--- src/rtl/rgb_pwm_gen_if.sv ---
// ---------------------------------------------------------------------------
// rgb_pwm_gen_if
// Colour-word handshake between a colour producer and rgb_pwm_gen.
//   color_valid : producer offers a colour word
//   color_ready : consumer can accept a colour word
//   color_rgb   : {red, green, blue} duty values, red in the MSBs
// Modports: master = colour producer, slave = rgb_pwm_gen.
// ---------------------------------------------------------------------------
interface rgb_pwm_gen_if #(
    parameter int PWM_BITS = 8
) ();
    logic                    color_valid;
    logic                    color_ready;
    logic [3*PWM_BITS-1:0]   color_rgb;

    modport master (output color_valid, output color_rgb, input  color_ready);
    modport slave  (input  color_valid, input  color_rgb, output color_ready);
endinterface

--- src/rtl/rgb_pwm_gen.sv ---
// ---------------------------------------------------------------------------
// rgb_pwm_gen
// Three-channel PWM generator feeding the RGB LED driver PWM inputs.
// Colour words are double-buffered: an accepted word waits in a pending
// register and is copied to the active duty only at a period wrap (or at
// once while disabled), so a colour change never truncates a period.
//
// Parameters
//   CLK_DIV  : prescaler terminal count; phase advances every CLK_DIV+1 clocks
//   PWM_BITS : duty/phase width; period is 2^PWM_BITS ticks
// Ports
//   hw_clk       : sole clock
//   reset_n      : asynchronous active-low reset
//   enable       : run PWM when high; outputs low and counters held at 0 when low
//   color        : colour handshake (slave side)
//   pwm_red/green/blue : registered PWM drive to RGB0PWM/RGB1PWM/RGB2PWM
//   period_start : one-clock pulse in the first clock of each period
// ---------------------------------------------------------------------------
module rgb_pwm_gen #(
    parameter int CLK_DIV  = 47,
    parameter int PWM_BITS = 8
) (
    input  logic           hw_clk,
    input  logic           reset_n,
    input  logic           enable,
    rgb_pwm_gen_if.slave   color,
    output logic           pwm_red,
    output logic           pwm_green,
    output logic           pwm_blue,
    output logic           period_start
);

    localparam int PS_W  = (CLK_DIV > 0) ? $clog2(CLK_DIV + 1) : 1;
    localparam int RGB_W = 3 * PWM_BITS;
    localparam logic [PS_W-1:0] PS_MAX = PS_W'(CLK_DIV);

    logic [PS_W-1:0]     prescaler_q, prescaler_d;
    logic [PWM_BITS-1:0] phase_q,     phase_d;
    logic [RGB_W-1:0]    active_q,    active_d;
    logic [RGB_W-1:0]    pend_data_q, pend_data_d;
    logic                pend_q,      pend_d;
    logic [2:0]          pwm_q,       pwm_d;      // {red, green, blue}
    logic                period_start_q, period_start_d;

    logic tick;
    logic wrap;
    logic xfer;
    logic commit;

    // Ready depends only on the pending flag, never on color_valid.
    assign color.color_ready = ~pend_q;

    always_comb begin
        // NOTE: every next-state signal gets a default first so no path
        // through this block leaves one unassigned (which would infer a latch).
        prescaler_d    = prescaler_q;
        phase_d        = phase_q;
        active_d       = active_q;
        pend_data_d    = pend_data_q;
        pend_d         = pend_q;
        pwm_d          = '0;
        period_start_d = 1'b0;

        tick = (prescaler_q == PS_MAX);
        wrap = tick && (&phase_q);
        xfer = color.color_valid && !pend_q;
        // While disabled there is no period to protect, so commit at once.
        commit = pend_q && (wrap || !enable);

        if (!enable) begin
            prescaler_d = '0;
            phase_d     = '0;
        end else if (tick) begin
            prescaler_d = '0;
            phase_d     = phase_q + PWM_BITS'(1);   // wraps naturally at all-ones
        end else begin
            prescaler_d = prescaler_q + PS_W'(1);
        end

        // commit and xfer are mutually exclusive: xfer needs pend_q low.
        if (commit) begin
            active_d = pend_data_q;
            pend_d   = 1'b0;
        end else if (xfer) begin
            pend_data_d = color.color_rgb;
            pend_d      = 1'b1;
        end

        // Compare against the duty in use this clock; output lags by one clock.
        pwm_d[2] = enable && (phase_q < active_q[RGB_W-1 -: PWM_BITS]);
        pwm_d[1] = enable && (phase_q < active_q[2*PWM_BITS-1 -: PWM_BITS]);
        pwm_d[0] = enable && (phase_q < active_q[PWM_BITS-1:0]);

        period_start_d = enable && wrap;
    end

    // NOTE: all state, including the duty registers, is cleared by reset so a
    // word pending when reset hits is discarded and outputs come up low.
    always_ff @(posedge hw_clk or negedge reset_n) begin
        if (!reset_n) begin
            prescaler_q    <= '0;
            phase_q        <= '0;
            active_q       <= '0;
            pend_data_q    <= '0;
            pend_q         <= 1'b0;
            pwm_q          <= '0;
            period_start_q <= 1'b0;
        end else begin
            // NOTE: non-blocking assignments so every register samples the
            // values from before this edge, independent of statement order.
            prescaler_q    <= prescaler_d;
            phase_q        <= phase_d;
            active_q       <= active_d;
            pend_data_q    <= pend_data_d;
            pend_q         <= pend_d;
            pwm_q          <= pwm_d;
            period_start_q <= period_start_d;
        end
    end

    assign pwm_red      = pwm_q[2];
    assign pwm_green    = pwm_q[1];
    assign pwm_blue     = pwm_q[0];
    assign period_start = period_start_q;

endmodule

--- src/flat_wrapper.sv ---
// flat-port wrapper written by rule: the top's interface ports become plain ports
module rgb_pwm_gen_flat 
#(
    parameter int CLK_DIV  = 47,
    parameter int PWM_BITS = 8
)
  (hw_clk, reset_n, enable, pwm_red, pwm_green, pwm_blue, period_start, color_color_valid, color_color_rgb, color_color_ready);
  rgb_pwm_gen_if #(.PWM_BITS(PWM_BITS)) color_i ();
  input  logic hw_clk;
  input  logic reset_n;
  input  logic enable;
  output logic pwm_red;
  output logic pwm_green;
  output logic pwm_blue;
  output logic period_start;
  input wire logic [$bits(color_i.color_valid)-1:0] color_color_valid;
  input wire logic [$bits(color_i.color_rgb)-1:0] color_color_rgb;
  output wire logic [$bits(color_i.color_ready)-1:0] color_color_ready;
  assign color_i.color_valid = color_color_valid;
  assign color_i.color_rgb = color_color_rgb;
  assign color_color_ready = color_i.color_ready;
  rgb_pwm_gen #(.CLK_DIV(CLK_DIV), .PWM_BITS(PWM_BITS)) u_core (.hw_clk(hw_clk), .reset_n(reset_n), .enable(enable), .color(color_i), .pwm_red(pwm_red), .pwm_green(pwm_green), .pwm_blue(pwm_blue), .period_start(period_start));
endmodule
--- config.mk ---
export PLATFORM = sky130hd
export DESIGN_NAME = rgb_pwm_gen_flat
export DESIGN_NICKNAME = d
export VERILOG_FILES = /design/src/rtl/rgb_pwm_gen_if.sv /design/src/rtl/rgb_pwm_gen.sv /design/src/flat_wrapper.sv
export SDC_FILE = /design/constraint.sdc
export NUM_CORES = 1
export LEC_CHECK = 0
export BUFFER_PORTS_ARGS = -buffer_cell sky130_fd_sc_hd__clkbuf_2
export CAP_MARGIN = 20
export CORE_UTILIZATION = 45
export CTS_CLUSTER_DIAMETER = 100
export CTS_CLUSTER_SIZE = 8
export DETAILED_ROUTE_END_ITERATION = 6
export HOLD_SLACK_MARGIN = 0.12
export PLACE_DENSITY_LB_ADDON = 0.08
export SLEW_MARGIN = 30
export SYNTH_ARGS = -nofsm -noshare
export SYNTH_HDL_FRONTEND = slang
export SYNTH_SLANG_ARGS = --single-unit
--- constraint.sdc ---
create_clock -name hw_clk -period 4.05 [get_ports hw_clk]
set_clock_uncertainty 0.1 [all_clocks]
set_input_delay 0.81 -clock hw_clk [delete_from_list [all_inputs] [get_ports hw_clk]]
set_output_delay 0.81 -clock hw_clk [all_outputs]
set_load 0.1 [all_outputs]
==> flow_metrics.env, run 1 <==
export IMPL_p_leak_nw=1.77
export IMPL_max_cap_violations=0
export IMPL_portBuffers=32
export IMPL_synth_cell_area_um2=3220
export IMPL_cts_resized_gates=0
export IMPL_area_growth_synth_to_final_pct=14.3
export IMPL_routabilityCongestion=0.755
export IMPL_final_layout_size_suffix_gt1_share_pct=33.7
export IMPL_post_synth_fa_ha_maj_area_fraction_pct=8.93
export IMPL_final_setup_tns_ps=0
export IMPL_avgSynthCellArea_um2=12.7
export IMPL_cts_hold_buffers=0
export IMPL_overall_fraction_of_global_route_tracks_in_use_pct=18.2
export IMPL_rows=30
export IMPL_die_width_um=86.6
export IMPL_clk_root_buffer_cell="sky130_fd_sc_hd__clkbuf_8"
export IMPL_cts_path_max_buffers=2
export IMPL_critPathMaxFanout=22
export IMPL_most_common_layout_cells="sky130_fd_sc_hd__dfrtp_1, sky130_fd_sc_hd__mux2_2, sky130_fd_sc_hd__clkbuf_2, sky130_fd_sc_hd__inv_1, sky130_fd_sc_hd__ha_1"
export IMPL_grt_start_max_net_pins=50
export IMPL_fin_nets=344
export IMPL_initial_core_util_pct=46.9
export IMPL_ys_types=37
export IMPL_number_of_nets_produced_by_synthesis=305
export IMPL_worst_pin_slew_ps=628
export IMPL_wirelength_um=5860
export IMPL_cell_area_placed_um2=3490
export IMPL_grt_pass1_vias=2099
export IMPL_cp_start_kind="flop"
export IMPL_clk_pin_slew_worst_paths_ps=70
export IMPL_layout_min_cycle_time_ps=2370
export IMPL_diodes=0
export IMPL_synthesis_instances=254
export IMPL_number_of_sinks_handled_by_clock_tree_synthesis=67
export IMPL_timing_reg2reg_worst_path_depth=5
export IMPL_drt_iter0_drcs=85
export IMPL_clock_fmax_ghz=0.421
export IMPL_flops_latches_synth=67
export IMPL_clock_network_latency_to_the_later_pin_of_the_worst_skew_pair_ps=340
export IMPL_finalMaxSlewViolations=0
export IMPL_routedWlPerCell_um=14.9
export IMPL_grt_setup_unrepaired="false"
export IMPL_power_total_mw=1.86
export IMPL_drcViolationCount=0
export IMPL_io_pins=33
export IMPL_post_synth_mux_area_share_pct=17.1
export IMPL_critical_path_class="reg -> reg"
export IMPL_cts_made_buffers=9
export IMPL_worst_ir_drop_vdd_mv=0.248
export IMPL_cts_tree="built"
export IMPL_layout_cells_most_common="sky130_fd_sc_hd__dfrtp_1"
export IMPL_cellPowerDensity_nw_per_um2=506
export IMPL_postLayoutCoreUtil_pct=53.6
export IMPL_yosysSeqAreaShare_pct=52.0
export IMPL_synth_xor_area_share_pct=0.543
export IMPL_run_status="finished, final reports clean"
export IMPL_report_final_setup_viol=0
export IMPL_hold_viol=0
export IMPL_stdcell_area_um2=3680
export IMPL_dieArea_um2=7500
export IMPL_final_min_period_over_clock_period_pct=58.6
export IMPL_synth_simple_gate_area_share_pct=7.61
export IMPL_slew_headroom_pct=57.1
export IMPL_yosys_synthesis_warning_count=0
export IMPL_vias_per_inst=5.14
export IMPL_clock_tree_htree_level_count=3
export IMPL_critPathCaptureType="flop"
export IMPL_drt_pass_1_iters=4
export IMPL_fp_coreArea_um2=6870
export IMPL_grt_overflow=0
export IMPL_antenna_violations_before_repair=0
export IMPL_critPathArrivalTime_ps=2490
export IMPL_worst_ep_required_time_ps=4170
export IMPL_timing_hold_worst_class="in -> async"
export IMPL_synth_compound_area_share_pct=9.20
export IMPL_post_detail_place_hpwl_um=4210
export IMPL_synth_top_family_by_area="multiplexers"
export IMPL_route_vias_total=2021
export IMPL_grt_pass1_wl_um=10200
export IMPL_drtAntennaViolNets=0
export IMPL_postCtsSetupBuffers=0
export IMPL_die_h_um=86.6
## routing by layer
layer / vias up / global-route usage [%] / share of wire (%)
met5: - / 0 / 0
met4: 0 / 7.73 / 2.0
met3: 9 / 4.00 / 2.9
met2: 33 / 27.6 / 44
met1: 984 / 25.2 / 51
li1: 995 / - / -
## synth_stat cells
master | number | area share (%)
sky130_fd_sc_hd__o2111a_1 | 3 | 1.0
sky130_fd_sc_hd__mux2i_1 | 1 | 0.31
sky130_fd_sc_hd__o41ai_1 | 2 | 0.54
sky130_fd_sc_hd__o211ai_1 | 4 | 0.93
sky130_fd_sc_hd__and2_1 | 1 | 0.19
sky130_fd_sc_hd__inv_1 | 27 | 3.1
sky130_fd_sc_hd__nand4b_1 | 1 | 0.27
sky130_fd_sc_hd__mux2_1 | 2 | 0.70
sky130_fd_sc_hd__nand4b_4 | 1 | 0.74
sky130_fd_sc_hd__and3b_1 | 1 | 0.27
sky130_fd_sc_hd__nand3_1 | 3 | 0.47
sky130_fd_sc_hd__o21ai_0 | 8 | 1.2
sky130_fd_sc_hd__nand4_1 | 2 | 0.39
sky130_fd_sc_hd__or4_1 | 4 | 0.93
sky130_fd_sc_hd__dfrtp_1 | 67 | 52
sky130_fd_sc_hd__buf_2 | 2 | 0.31
sky130_fd_sc_hd__or2b_1 | 1 | 0.23
sky130_fd_sc_hd__a31o_2 | 1 | 0.27
sky130_fd_sc_hd__ha_1 | 23 | 8.9
sky130_fd_sc_hd__a211oi_1 | 3 | 0.70
sky130_fd_sc_hd__o311ai_0 | 2 | 0.54
sky130_fd_sc_hd__a2111oi_0 | 3 | 0.82
sky130_fd_sc_hd__clkbuf_1 | 4 | 0.47
sky130_fd_sc_hd__nand2b_1 | 2 | 0.39
sky130_fd_sc_hd__nor3b_1 | 3 | 0.70
sky130_fd_sc_hd__a21oi_1 | 10 | 1.6
sky130_fd_sc_hd__xnor2_1 | 1 | 0.27
sky130_fd_sc_hd__o41ai_4 | 1 | 0.85
sky130_fd_sc_hd__o31ai_1 | 3 | 0.70
sky130_fd_sc_hd__or3_1 | 4 | 0.78
sky130_fd_sc_hd__nor2b_1 | 4 | 0.78
sky130_fd_sc_hd__xor2_1 | 1 | 0.27
sky130_fd_sc_hd__buf_6 | 2 | 0.70
sky130_fd_sc_hd__nand2_1 | 6 | 0.70
sky130_fd_sc_hd__nor2_1 | 4 | 0.47
sky130_fd_sc_hd__mux2_2 | 46 | 16
sky130_fd_sc_hd__nand3_2 | 1 | 0.31
## sequential cells by signal, indices dropped and copies added, names as in the netlist
register             cells
u_core.active_q         24
u_core.pend_data_q      24
u_core.pend_q            1
u_core.period_start      1
u_core.phase_q           8
u_core.prescaler_q       6
u_core.pwm_q             3
## per-stage QoR
stage	std cells	worst slack (ps)	hold slack (ps)
after floorplan	254	2030	353
after global placement	378	1760	370
after detailed placement	378	1690	379
after CTS	393	1670	390
after global routing	393	1520	410
final	393	1680	377
## critical path, stage by stage, from the launching register on
cell                      delay (ps)
sky130_fd_sc_hd__dfrtp_1         390
sky130_fd_sc_hd__ha_1            250
sky130_fd_sc_hd__nand3_2         270
sky130_fd_sc_hd__o41ai_4         500
sky130_fd_sc_hd__buf_4           360
sky130_fd_sc_hd__mux2_2          380
## power by group
group          switching [mW]  internal [mW]  leakage (nW)
clock                   0.242          0.314        0.0995
sequential             0.0891          0.833         0.816
combinational           0.178          0.209         0.851
## layout make-up
class | instances | area (µm²)
fillers | 622 | 3180
flip-flops and latches | 67 | 1680
multi-input cells | 152 | 1400
repair buffers | 36 | 193
clock buffers | 13 | 159
well taps | 96 | 120
inverters | 27 | 101
clock inverters | 2 | 35.0
## final timing paths
kind / startpoint / endpoint / slack, ps
worst max-delay path: u_core.prescaler_q[0] / u_core.active_q[4] / 1680
worst min-delay path: reset_n / u_core.pend_data_q[12] / 380
worst max register to register: u_core.prescaler_q[0] / u_core.active_q[4] / 1680
worst min register to register: u_core.prescaler_q[0] / u_core.prescaler_q[0] / 390
max in group asynchronous: reset_n / u_core.pend_data_q[19] / 2870
min in group hw_clk: u_core.prescaler_q[0] / u_core.prescaler_q[0] / 390
## cell families after synthesis
family / after synthesis
XOR/XNOR: 2
flip-flops: 67
AO/OA/AOI/OAI: 40
multiplexers: 49
adder cells (fa/ha/maj): 23
buffers and inverters: 35
AND/OR/NAND/NOR: 38
No activity file was read; power rests on OpenSTA's default activity.
==> inputs of run 2 (changes only) <==
clock period = 2 ns   (was 4.05 ns; I/O delays follow)
==> flow_metrics.env, run 2 (synthesis gave the netlist of run 1 again) <==
export IMPL_drcViolationCount=0
export IMPL_timing_hold_worst_class="in -> reg"
export IMPL_portBuffers=32
export IMPL_routabilityCongestion=0.845
export IMPL_fin_cells=412
export IMPL_p_leak_nw=1.87
export IMPL_grt_start_max_net_pins=68
export IMPL_routedWlPerCell_um=15.1
export IMPL_number_of_sinks_handled_by_clock_tree_synthesis=67
export IMPL_vias_per_inst=5.19
export IMPL_fp_coreArea_um2=6870
export IMPL_largest_registers="u_core.active_q: 24 flops, u_core.pend_data_q: 24 flops, u_core.phase_q: 8 flops"
export IMPL_worst_pin_slew_ps=553
export IMPL_post_detail_place_hpwl_um=4250
export IMPL_post_place_cells=391
export IMPL_critical_path_class="reg -> reg"
export IMPL_worst_ep_required_time_ps=2120
export IMPL_regToRegStartpoint="u_core.phase_q[3]"
export IMPL_antenna_violations_before_repair=0
export IMPL_route_vias_total=2138
export IMPL_most_common_layout_cells="sky130_fd_sc_hd__dfrtp_1, sky130_fd_sc_hd__mux2_2, sky130_fd_sc_hd__clkbuf_2, sky130_fd_sc_hd__inv_1, sky130_fd_sc_hd__ha_1"
export IMPL_hold_viol=0
export IMPL_critPathMaxFanout=7
export IMPL_slew_headroom_pct=63.3
export IMPL_die_h_um=86.6
export IMPL_layout_cells_most_common="sky130_fd_sc_hd__dfrtp_1"
export IMPL_grt_pass1_wl_um=10400
export IMPL_cts_tree="built"
export IMPL_clock_network_latency_to_the_later_pin_of_the_worst_skew_pair_ps=330
export IMPL_clk_pin_slew_worst_paths_ps=70
export IMPL_diodes=0
export IMPL_hold_start="color_color_rgb[15]"
export IMPL_clock_fmax_ghz=0.511
export IMPL_final_layout_size_suffix_gt1_share_pct=39.2
export IMPL_clock_tree_htree_level_count=3
export IMPL_cts_path_max_buffers=2
export IMPL_critPathArrivalTime_ps=2070
export IMPL_critPathCaptureType="flop"
export IMPL_report_final_setup_viol=0
export IMPL_finalMaxSlewViolations=0
export IMPL_fin_nets=364
export IMPL_initial_core_util_pct=46.9
export IMPL_cts_made_buffers=9
export IMPL_drtAntennaViolNets=0
export IMPL_area_growth_synth_to_final_pct=20.7
export IMPL_reg2reg_slack_ps=40
export IMPL_io_pins=33
export IMPL_wirelength_um=6240
export IMPL_fillCellCount=608
export IMPL_power_total_mw=3.69
export IMPL_layout_min_cycle_time_ps=1960
export IMPL_setup_worst_path_start="u_core.phase_q[3]"
export IMPL_clk_root_buffer_cell="sky130_fd_sc_hd__clkbuf_8"
export IMPL_final_setup_tns_ps=0
export IMPL_grt_pass1_vias=2139
export IMPL_max_cap_violations=0
export IMPL_drt_iter0_drcs=142
export IMPL_final_min_period_over_clock_period_pct=97.8
export IMPL_cellPowerDensity_nw_per_um2=948
export IMPL_dieArea_um2=7500
export IMPL_drt_pass_1_iters=4
export IMPL_run_status="finished, final reports clean"
export IMPL_worst_ir_drop_vdd_mv=0.481
export IMPL_cp_start_kind="flop"
export IMPL_grt_overflow=0
export IMPL_overall_fraction_of_global_route_tracks_in_use_pct=18.4
export IMPL_die_width_um=86.6
export IMPL_rows=30
run 2: cell count changes in the layout (fill, tap and decap cells not counted), sizes merged:
cell and delta:
buf +18, clkinv +2, bufinv -1, clkbuf -1
dlygate4sd3 +1
run 2: final cells by class:
| class | instances | area (µm²) | area share (%) |
|---|---|---|---|
| Tap cell | 96 | 120 | 3.09 |
| Sequential cell | 67 | 1680 | 43.1 |
| Clock buffer | 11 | 151 | 3.89 |
| Inverter | 27 | 101 | 2.60 |
| Multi-Input combinational cell | 152 | 1420 | 36.5 |
| Timing Repair Buffer | 56 | 404 | 10.4 |
| Clock inverter | 3 | 15.0 | 0.386 |
run 2: worst paths after layout:
path / to / cells past startpoint
max in group asynchronous: u_core.phase_q[2] / 3
min in group asynchronous: u_core.pend_data_q[13] / 3
min reg2reg: u_core.active_q[22] / 1
max: u_core.active_q[8] / 5
min: u_core.pend_data_q[15] / 2
max reg2reg: u_core.active_q[8] / 5
run 2: where the power goes:
group	switching [mW]	total, mW	internal [mW]
sequential	0.172	1.86	1.69
clock	0.479	0.977	0.497
combinational	0.387	0.854	0.468
total	1.04	3.69	2.65
run 2: what timing repair did:
action	in CTS	in global routing
endpoints found under the hold margin	67	0
setup buffers	0	4
endpoints found under the setup margin	0	25
resized for setup	0	12
hold buffers	1	0
run 2: stage by stage:
step	instance area (µm²)	util, %	worst slack, ps	hold WS (ps)
3_3_place_gp	3610	52.6	89.2	350
2_1_floorplan	3230	-	5.24	4.41
4_1_cts	3790	55.2	30.2	177
6_report	3890	56.6	45.0	188
5_1_grt	3890	56.6	-21.2	178
3_5_place_dp	3610	52.6	39.1	352
run 2: routing by layer:
layer	GRT usage [%]	routed length, µm
met5	0	0
met2	28.2	2860
met1	24.9	3080
met4	8.94	128
met3	4.10	170
run 2: critical path, cell delays in order (launching register included):
cell                      delay (ps)
sky130_fd_sc_hd__dfrtp_1         460
sky130_fd_sc_hd__nand4_1         260
sky130_fd_sc_hd__o41ai_4         360
sky130_fd_sc_hd__buf_6           180
sky130_fd_sc_hd__buf_6           150
sky130_fd_sc_hd__mux2_2          330
==> inputs of run 3 (changes only) <==
BUFFER_PORTS_ARGS = default   (was -buffer_cell sky130_fd_sc_hd__clkbuf_2)
CORE_ASPECT_RATIO = 1.1   (was default)
CORE_UTILIZATION = 30   (was 45)
DONT_BUFFER_PORTS = 1   (was default)
==> flow_metrics.env, run 3 (synthesis gave the netlist of run 1 again) <==
export IMPL_route_vias_total=2146
export IMPL_final_min_period_over_clock_period_pct=96.5
export IMPL_drtAntennaViolNets=0
export IMPL_whs_ps=-336
export IMPL_critical_path_class="reg -> reg"
export IMPL_die_h_um=111
export IMPL_overall_fraction_of_global_route_tracks_in_use_pct=14.2
export IMPL_diodes=0
export IMPL_run_status="finished with violations"
export IMPL_largest_registers="u_core.active_q: 24 flops, u_core.pend_data_q: 24 flops, u_core.phase_q: 8 flops"
export IMPL_cp_start_kind="flop"
export IMPL_post_place_cells=412
export IMPL_clock_network_latency_to_the_later_pin_of_the_worst_skew_pair_ps=330
export IMPL_fp_coreArea_um2=10400
export IMPL_worst_pin_slew_ps=466
export IMPL_postCtsSetupBuffers=0
export IMPL_vias_per_inst=4.74
export IMPL_max_cap_violations=0
export IMPL_sw_pwr_mw=1.10
export IMPL_portBuffers=0
export IMPL_cts_made_buffers=9
export IMPL_rows=39
export IMPL_hold_viol=67
export IMPL_clock_tree_htree_level_count=3
export IMPL_timing_hold_worst_class="in -> async"
export IMPL_postLayoutCoreUtil_pct=39.7
export IMPL_wirelength_um=6820
export IMPL_initial_core_util_pct=30.9
export IMPL_final_setup_tns_ps=0
export IMPL_critPathArrivalTime_ps=2040
export IMPL_p_leak_nw=1.90
export IMPL_cellPowerDensity_nw_per_um2=1060
export IMPL_area_growth_synth_to_final_pct=28.8
export IMPL_cts_tree="built"
export IMPL_layout_cells_most_common="sky130_fd_sc_hd__dfrtp_1"
export IMPL_power_internal_mw=3.31
export IMPL_final_layout_size_suffix_gt1_share_pct=29.7
export IMPL_violations_in_the_final_reports="hold timing"
export IMPL_grt_pass1_wl_um=11700
export IMPL_cts_path_max_buffers=2
export IMPL_grt_setup_unrepaired="false"
export IMPL_routedWlPerCell_um=15.1
export IMPL_grt_pass1_vias=2223
export IMPL_worst_path_slowest_cell="sky130_fd_sc_hd__o41ai_4"
export IMPL_routabilityCongestion=0.712
export IMPL_drt_pass_1_iters=4
export IMPL_finalMaxSlewViolations=0
export IMPL_worst_ir_drop_vdd_mv=0.460
export IMPL_antenna_violations_before_repair=0
export IMPL_worst_ep_required_time_ps=2110
export IMPL_fin_nets=356
export IMPL_critPathMaxFanout=6
export IMPL_critPathCaptureType="flop"
export IMPL_power_total_mw=4.40
export IMPL_io_pins=33
export IMPL_grt_overflow=0
export IMPL_number_of_sinks_handled_by_clock_tree_synthesis=67
export IMPL_drcViolationCount=0
export IMPL_clk_root_buffer_cell="sky130_fd_sc_hd__clkbuf_16"
export IMPL_most_common_layout_cells="sky130_fd_sc_hd__dfrtp_1, sky130_fd_sc_hd__mux2_2, sky130_fd_sc_hd__inv_1, sky130_fd_sc_hd__dlygate4sd3_1, sky130_fd_sc_hd__ha_1"
export IMPL_slew_headroom_pct=68.9
export IMPL_dieArea_um2=11200
export IMPL_clk_pin_slew_worst_paths_ps=60
export IMPL_p_seq_share_pct=42.2
export IMPL_cpPeakStageDelay_ps=450
export IMPL_die_width_um=101
export IMPL_grt_start_max_net_pins=68
export IMPL_cts_hold_buffers=25
export IMPL_report_final_setup_viol=0
export IMPL_fin_cells=453
export IMPL_layout_min_cycle_time_ps=1930
export IMPL_worstPathCellList="ha_2 -> nand3_2 -> o41ai_4 -> buf_4 -> mux2_2"
export IMPL_post_detail_place_hpwl_um=4550
export IMPL_clock_power_share_pct=39.3
export IMPL_p_sw_share_pct=24.9
export IMPL_p_comb_share_pct=18.6
export IMPL_clock_fmax_ghz=0.518
export IMPL_drt_iter0_drcs=83
[run 3: path summary, 6_finish.rpt]
path	depth (start not counted)	start	to	slack (ps)
worst max register to register	5	u_core.prescaler_q[1]	u_core.active_q[8]	70
worst max-delay path	5	u_core.prescaler_q[1]	u_core.active_q[8]	70
worst min-delay path	0	reset_n	u_core.active_q[13]	-340
worst min register to register	1	u_core.active_q[7]	u_core.active_q[7]	380
min in group hw_clk	2	enable	u_core.prescaler_q[5]	130
max in group asynchronous	0	reset_n	u_core.phase_q[0]	2010
[run 3: worst max-delay path, delay by kind of cell (launching register included)]
| kind | cells | cell delay [ps] |
|---|---|---|
| AOI/OAI and AO/OA | 1 | 450 |
| DFF | 1 | 370 |
| and+or+nand+nor | 1 | 120 |
| buffers and inverters | 1 | 240 |
| muxes | 1 | 340 |
| adders and majority gates | 1 | 200 |
[run 3: repair_timing]
item                                    CTS  global route
endpoints found under the setup margin    0            11
resized for setup                         0             6
hold endpoints to repair                 96            67
[run 3: metrics by stage]
stage	setup slack [ps]	instance area, µm²	hold slack, ps
after floorplan	5.24	3230	4.41
after global placement	-7.01	3560	6.29
after detailed placement	53.6	3560	6.68
after CTS	27.0	4140	-352
after global routing	0.0233	4150	-360
final	70.0	4150	-336
[run 3: power by group through the flow]
stage               Clock, mW  Sequential, mW  Combinational [mW]
global route             1.86            1.92               0.923
global placement            0            1.88               0.766
floorplan                   0            1.85               0.608
CTS                      1.79            1.87               0.832
detailed placement          0            1.89               0.784
finish                   1.73            1.86               0.817
[run 3: final cells by class]
class / count / area [µm²]
Fill cell: 1045 / 6290
Sequential cell: 67 / 1680
Multi-Input combinational cell: 152 / 1420
Timing Repair Buffer: 48 / 448
Clock buffer: 12 / 256
Tap cell: 143 / 179
Inverter: 27 / 101
Clock inverter: 4 / 72.6
[run 3: metal layers]
metal  part of all wire [%]  global-route usage (%)
met5                      0                       0
met4                    1.7                    6.38
met3                    4.3                    3.91
met2                     47                    21.1
met1                     47                    19.1
